`config.mk`:
```
export PLATFORM = sky130hd
export DESIGN_NAME = fp32_div_normalize
export DESIGN_NICKNAME = d
export VERILOG_FILES = /design/src/rtl/fp32_div_normalize.sv
export SDC_FILE = /design/constraint.sdc
export NUM_CORES = 1
export LEC_CHECK = 0
export BUFFER_PORTS_ARGS = -buffer_cell sky130_fd_sc_hd__clkbuf_2
export CAP_MARGIN = 20
export CORE_MARGIN = 4
export CORE_UTILIZATION = 28
export CTS_BUF_LIST = sky130_fd_sc_hd__clkbuf_4
export CTS_CLUSTER_SIZE = 20
export DETAILED_ROUTE_END_ITERATION = 8
export PLACE_DENSITY = 0.47
export SLEW_MARGIN = 10
export SYNTH_ARGS = -nofsm -noshare
export SYNTH_HDL_FRONTEND = slang
export SYNTH_SLANG_ARGS = --single-unit
export TNS_END_PERCENT = 10
```
`constraint.sdc`:
```
create_clock -name clk_i -period 3.2 [get_ports clk_i]
set_input_delay 0.48 -clock clk_i [delete_from_list [all_inputs] [get_ports clk_i]]
set_output_delay 0.48 -clock clk_i [all_outputs]
set_load 0.03 [all_outputs]
```
`src/rtl/fp32_div_normalize.sv`:
```
// Normalise/round/pack stage behind the iterative FP32 fraction divider.
// Optional macro FP_DIV_DENORM_EN enables gradual underflow; otherwise tiny results flush to zero.
module fp32_div_normalize #(
  parameter int BIAS = 127,
  parameter int QW   = 26
) (
  input  logic          clk_i,
  input  logic          rst_i,
  input  logic          in_valid_i,
  output logic          in_ready_o,
  input  logic          sign_i,
  input  logic [9:0]    exp_i,
  input  logic [QW-1:0] quot_i,
  input  logic          sticky_i,
  input  logic [1:0]    special_i,
  output logic          out_valid_o,
  input  logic          out_ready_i,
  output logic [31:0]   result_o,
  output logic [2:0]    flags_o
);

  localparam logic signed [9:0] EXP_INF = 10'(2*BIAS+1);

  typedef enum logic [2:0] {
    ST_IDLE,
    ST_NORM,
`ifdef FP_DIV_DENORM_EN
    ST_DENORM,
`endif
    ST_ROUND,
    ST_OUT
  } state_e;

  state_e             state_q, state_d;
  logic [QW-1:0]      m_q, m_d;
  logic signed [9:0]  e_q, e_d;
  logic               s_q, s_d;
  logic               st_q, st_d;
  logic               tiny_q, tiny_d;
  logic               out_valid_q, out_valid_d;
  logic [31:0]        res_q, res_d;
  logic [2:0]         flags_q, flags_d;

  logic               rnd_g, rnd_s, rnd_inc, rnd_inexact;
  logic [24:0]        rnd_sum;
  logic [23:0]        rnd_mant;
  logic signed [9:0]  rnd_e;
  logic [31:0]        rnd_res;
  logic [2:0]         rnd_flags;
`ifdef FP_DIV_DENORM_EN
  logic signed [9:0]  dn_e;
  logic [QW-1:0]      dn_m;
`endif

  assign in_ready_o  = (state_q == ST_IDLE);
  assign out_valid_o = out_valid_q;
  assign result_o    = res_q;
  assign flags_o     = flags_q;

  // Round-to-nearest-even on the top 24 bits; a mantissa carry renormalises to 1.0 and bumps e.
  always_comb begin
    rnd_g       = m_q[QW-25];
    rnd_s       = (|m_q[QW-26:0]) | st_q;
    rnd_inc     = rnd_g & (rnd_s | m_q[QW-24]);
    rnd_sum     = {1'b0, m_q[QW-1 -: 24]} + {24'h0, rnd_inc};
    rnd_mant    = rnd_sum[23:0];
    rnd_e       = e_q;
    rnd_inexact = rnd_g | rnd_s;
    if (rnd_sum[24]) begin
      rnd_mant = 24'h80_0000;
      rnd_e    = e_q + 10'sd1;
    end
    if (rnd_e >= EXP_INF) begin
      rnd_res   = {s_q, 8'hFF, 23'h0};
      rnd_flags = 3'b101;
    end else begin
      rnd_res   = {s_q, (rnd_mant[23] ? rnd_e[7:0] : 8'h00), rnd_mant[22:0]};
      rnd_flags = {1'b0, tiny_q & rnd_inexact, rnd_inexact};
    end
  end

  always_comb begin
    state_d     = state_q;
    m_d         = m_q;
    e_d         = e_q;
    s_d         = s_q;
    st_d        = st_q;
    tiny_d      = tiny_q;
    out_valid_d = out_valid_q;
    res_d       = res_q;
    flags_d     = flags_q;
`ifdef FP_DIV_DENORM_EN
    dn_e        = e_q + 10'sd1;
    dn_m        = m_q >> 1;
`endif
    unique case (state_q)
      ST_IDLE: begin
        if (in_valid_i) begin
          m_d    = quot_i;
          e_d    = $signed(exp_i);
          s_d    = sign_i;
          st_d   = sticky_i;
          tiny_d = 1'b0;
          if (special_i != 2'b00) begin
            flags_d     = 3'b000;
            out_valid_d = 1'b1;
            state_d     = ST_OUT;
            unique case (special_i)
              2'b01:   res_d = {sign_i, 31'h0};
              2'b10:   res_d = {sign_i, 8'hFF, 23'h0};
              default: res_d = 32'h7FC0_0000;
            endcase
          end else begin
            state_d = ST_NORM;
          end
        end
      end
      ST_NORM: begin
        if (m_q == '0) begin
          res_d       = {s_q, 31'h0};
          flags_d     = 3'b000;
          out_valid_d = 1'b1;
          state_d     = ST_OUT;
        end else if (!m_q[QW-1]) begin
          m_d = m_q << 1;
          e_d = e_q - 10'sd1;
        end else if (e_q < 10'sd1) begin
`ifdef FP_DIV_DENORM_EN
          tiny_d  = 1'b1;
          state_d = ST_DENORM;
`else
          res_d       = {s_q, 31'h0};
          flags_d     = 3'b011;
          out_valid_d = 1'b1;
          state_d     = ST_OUT;
`endif
        end else begin
          state_d = ST_ROUND;
        end
      end
`ifdef FP_DIV_DENORM_EN
      // One right shift per cycle; leave as soon as the shift lands on e==1 or the mantissa empties.
      ST_DENORM: begin
        m_d  = dn_m;
        st_d = st_q | m_q[0];
        e_d  = dn_e;
        if (dn_e >= 10'sd1 || dn_m == '0) state_d = ST_ROUND;
      end
`endif
      ST_ROUND: begin
        res_d       = rnd_res;
        flags_d     = rnd_flags;
        out_valid_d = 1'b1;
        state_d     = ST_OUT;
      end
      ST_OUT: begin
        if (out_ready_i) begin
          out_valid_d = 1'b0;
          state_d     = ST_IDLE;
        end
      end
      default: state_d = ST_IDLE;
    endcase
  end

  always_ff @(posedge clk_i) begin
    if (rst_i) begin
      state_q     <= ST_IDLE;
      m_q         <= '0;
      e_q         <= '0;
      s_q         <= 1'b0;
      st_q        <= 1'b0;
      tiny_q      <= 1'b0;
      out_valid_q <= 1'b0;
      res_q       <= '0;
      flags_q     <= '0;
    end else begin
      state_q     <= state_d;
      m_q         <= m_d;
      e_q         <= e_d;
      s_q         <= s_d;
      st_q        <= st_d;
      tiny_q      <= tiny_d;
      out_valid_q <= out_valid_d;
      res_q       <= res_d;
      flags_q     <= flags_d;
    end
  end

endmodule

```
==> impl_results.md <==
- Worst reg2reg path depth: 9
- Worst Tran Pin Value: 0.6568 ns
- Synthesized area: 0.004507 mm2
- Die ar.: 0.01819 mm2
- Avg Vias per Cell: 5.088
- Root buffer cell: clkbuf_4
- Hold Buf Count CTS: 0
- Post-layout min period: 2.832 ns
- Post-synth EDFFs: 0
- 1st-pass router iterations: 4
- Final worst path period share: 88.49%
- Wirelength, routed: 13.68 mm
- Worst Path Buf+Inv: 2
- Port-buffer cells: 80
- Initial antenna violation count: 1
- Post-place instance area: 0.005041 mm2
- Total GRT Usage: 15.01%
- Critical-path top delay cell: a221oi_1
- Initial Util: 28.47%
- Worst-path clk slew: 0.14 ns
- Syn. warnings: 0
- Met3 usage: 2.832%
- Crit-path most repeated cell: nor2_1
- CTS tree: yes
- Die H: 134.9 um
- Ranking of synthesized cells by area: dfxtp_1 34%, a311oi_1 6.0%, nand3_1 5.1%
- Post-synthesis sequential area ratio: 33.76%
- Critical path cell sequence: inv_1 > ha_1 > nor3b_2 > a31o_2 > a221oi_1 > nor2_1 > nor2_1 > buf_4 > a32o_1
- Setup Viol. Count Final: 0
- Core area: 0.01583 mm2
- Largest net degree at the start of global routing: 56
- CTS buffer count: 9
- # IOs: 81
- Maximum VDD drop: 0.2583 mV
- Syn nets: 599
- Rel. slew slack: 56.21%
- Worst setup EP type: register
- Post-Syn Instances: 545
- DP Worst Slack: 0.4340 ns
- WL/cell: 16.56 um
- Global-route wire length before repair: 21.84 mm
- Final Util: 32.78%
- Post-CTS resize count: 0
- RSZ-0062 raised after global routing: false
- Reg-to-reg slack, setup: 0.37 ns
- Fin nets: 658
- Total congestion overflow: 0
- Crit-path max cell delay: 0.58 ns
- Die X-Extent: 134.9 um
- Async SR Flop Fraction: 0%
- Top_reg_cell synth: dfxtp_1
- Hold depth: 3
- Number of hold violations in the final report: 0
- Beginning of the worst hold path: quot_i[21]
- Startpoint class of the critical path: register
- Power per cell area: 956.7 mW/mm2
- Routability congestion estimate from global placement: 0.8282
- Data arrival time of the critical path: 3.22 ns
- Worst-path fanout max: 22
- Crit path kind: register to register
- CP required: 3.59 ns
- Clk_lat worst skew: 0.45 ns
- Max Root-Sink Buffers: 2
- Layout cells sized above 1: 23.48%
- Final instance area: 0.005189 mm2
- Fin worst setup slack: 0.3684 ns
- Met1 global-route usage: 21.31%
- Reg-to-Reg Start: e_q[0]$_SDFFE_PP0P_
- Post-route DRC: 0
- Vias in the first global route: 4,034
- Starting DRT DRC Count: 267
- Clock sinks: 76
- Final max-slew violation count: 0
- Top Usage Layer GRT: met2
- Fmax: 353.2 MHz
- Post-Layout Cell Count: 826
- P&R area growth vs syn: 15.13%
- Yosys top cell area share: 33.76%
- FF+latch count, synth: 76
- Antenna viol nets, final: 0
- HPWL Detailed: 10.50 mm
- P_leak: 2.038 nW
- Yosys top cell by area: dfxtp_1
- H-tree depth: 3
- Setup TNS: 0 ns
- Vias: 4,203
- Critical path's top delay family: compound AO/OA/AOI/OAI gates
- R2r endpoint: result_o[8]$_SDFFE_PP0P_
- # rows: 46
- Grt met2 use: 23.15%
- Post-CTS Setup Bufs: 0
- Worst Hold Path EP: m_q[21]$_SDFFE_PP0P_
- Max-cap violations: 0
- Status: finished, final reports clean
- Syn avg cell area: 8.269 um2
- Worst Clk Skew: 0.01640 ns
- HP Class: input pin to register
- Placed cell count: 809
- Synth cell types: 67
==> where the power goes <==
part	switching, mW	leakage [nW]	internal, mW	total [mW]
registers	0.510	0.624	1.25	1.76
logic	1.68	1.34	0.892	2.57
clock network	0.372	0.0733	0.258	0.631
total	2.56	2.04	2.40	4.96
==> synth_stat cells, drive strengths merged (4+ instances only) <==
master   instances
a211oi           4
a21oi           25
a311oi          33
a32o            10
and3            12
and4             5
buf             15
clkbuf          30
dfxtp           76
ha              10
inv             17
nand2           54
nand3           46
nand4           14
nor2            59
nor3            12
nor4            10
o211ai           4
o21ai           25
o2bb2ai         12
xnor2           17
xor2            13
==> cell families (layout without fill, tap and decap cells) <==
group | Yosys count | count (layout) | synth area share (%)
AND/OR/NAND/NOR | 226 | 226 | 25.68
other | 0 | 1 | 0
flip-flops | 76 | 76 | 33.76
adder cells (fa/ha/maj) | 10 | 10 | 2.776
XOR/XNOR | 30 | 30 | 6.163
buffers and inverters | 64 | 128 | 7.024
AO/OA/AOI/OAI | 139 | 139 | 24.60
==> worst max path at each step <==
stage / startpoint / endpoint / slack (ns) / depth (start not counted)
after global routing: e_q[0]$_SDFFE_PP0P_ / result_o[0]$_SDFFE_PP0P_ / 0.13 / 8
after global placement: e_q[0]$_SDFFE_PP0P_ / result_o[18]$_SDFFE_PP0P_ / 0.56 / 9
final: e_q[0]$_SDFFE_PP0P_ / result_o[8]$_SDFFE_PP0P_ / 0.37 / 9
after detailed placement: e_q[0]$_SDFFE_PP0P_ / result_o[6]$_SDFFE_PP0P_ / 0.43 / 9
after floorplan: e_q[0]$_SDFFE_PP0P_ / result_o[7]$_SDFFE_PP0P_ / 0.74 / 9
after CTS: e_q[0]$_SDFFE_PP0P_ / result_o[2]$_SDFFE_PP0P_ / 0.40 / 9
==> through the flow <==
| stage | hold slack [ns] | power, mW |
|---|---|---|
| 6_report | 0.2624 | 4.964 |
| 5_1_grt | 0.2391 | 5.361 |
| 4_1_cts | 0.2379 | 4.992 |
| 3_5_place_dp | 0.4534 | 4.360 |
| 3_3_place_gp | 0.4576 | 4.321 |
| 2_1_floorplan | 0.4366 | 3.641 |
==> cell usage in the layout, fill, tap and decap left out, types with 11 or more instances in the layout <==
cell type / instances
a311oi_1: 31
buf_4: 13
nand2_1: 54
o21ai_0: 23
xnor2_1: 15
nand3_1: 46
a21oi_1: 24
clkbuf_4: 11
clkbuf_2: 80
nand4_1: 11
nor3_1: 12
xor2_1: 13
inv_1: 17
dfxtp_1: 76
nor2_1: 58
==> cell type report <==
class	instances	area, um2
fill	1697	10640
multi-input combinational	405	2680
sequential	76	1521
timing repair buffer	93	498.0
tap	216	270.3
clock buffer	11	82.58
inverter	19	71.32
clock inverter	5	62.56
antenna	1	2.502
==> layer usage <==
layer | wire (um) | share of wire, %
met5 | 0 | 0
met3 | 545 | 4.0
met4 | 182 | 1.3
met2 | 6137 | 45
met1 | 6816 | 50
==> flip-flops by register name (all words and copies together) (netlist names) <==
| name | flops |
|---|---|
| result_o | 32 |
| s_q | 1 |
| state_q | 2 |
| e_q | 10 |
| out_valid_o | 1 |
| m_q | 26 |
| st_q | 1 |
| flags_o | 3 |
==> worst min-delay path: stages <==
cell,delay [ns]
clkbuf_2,0.08
nand2_1,0.05
a311oi_1,0.07
(Power assumes the default switching activity.)
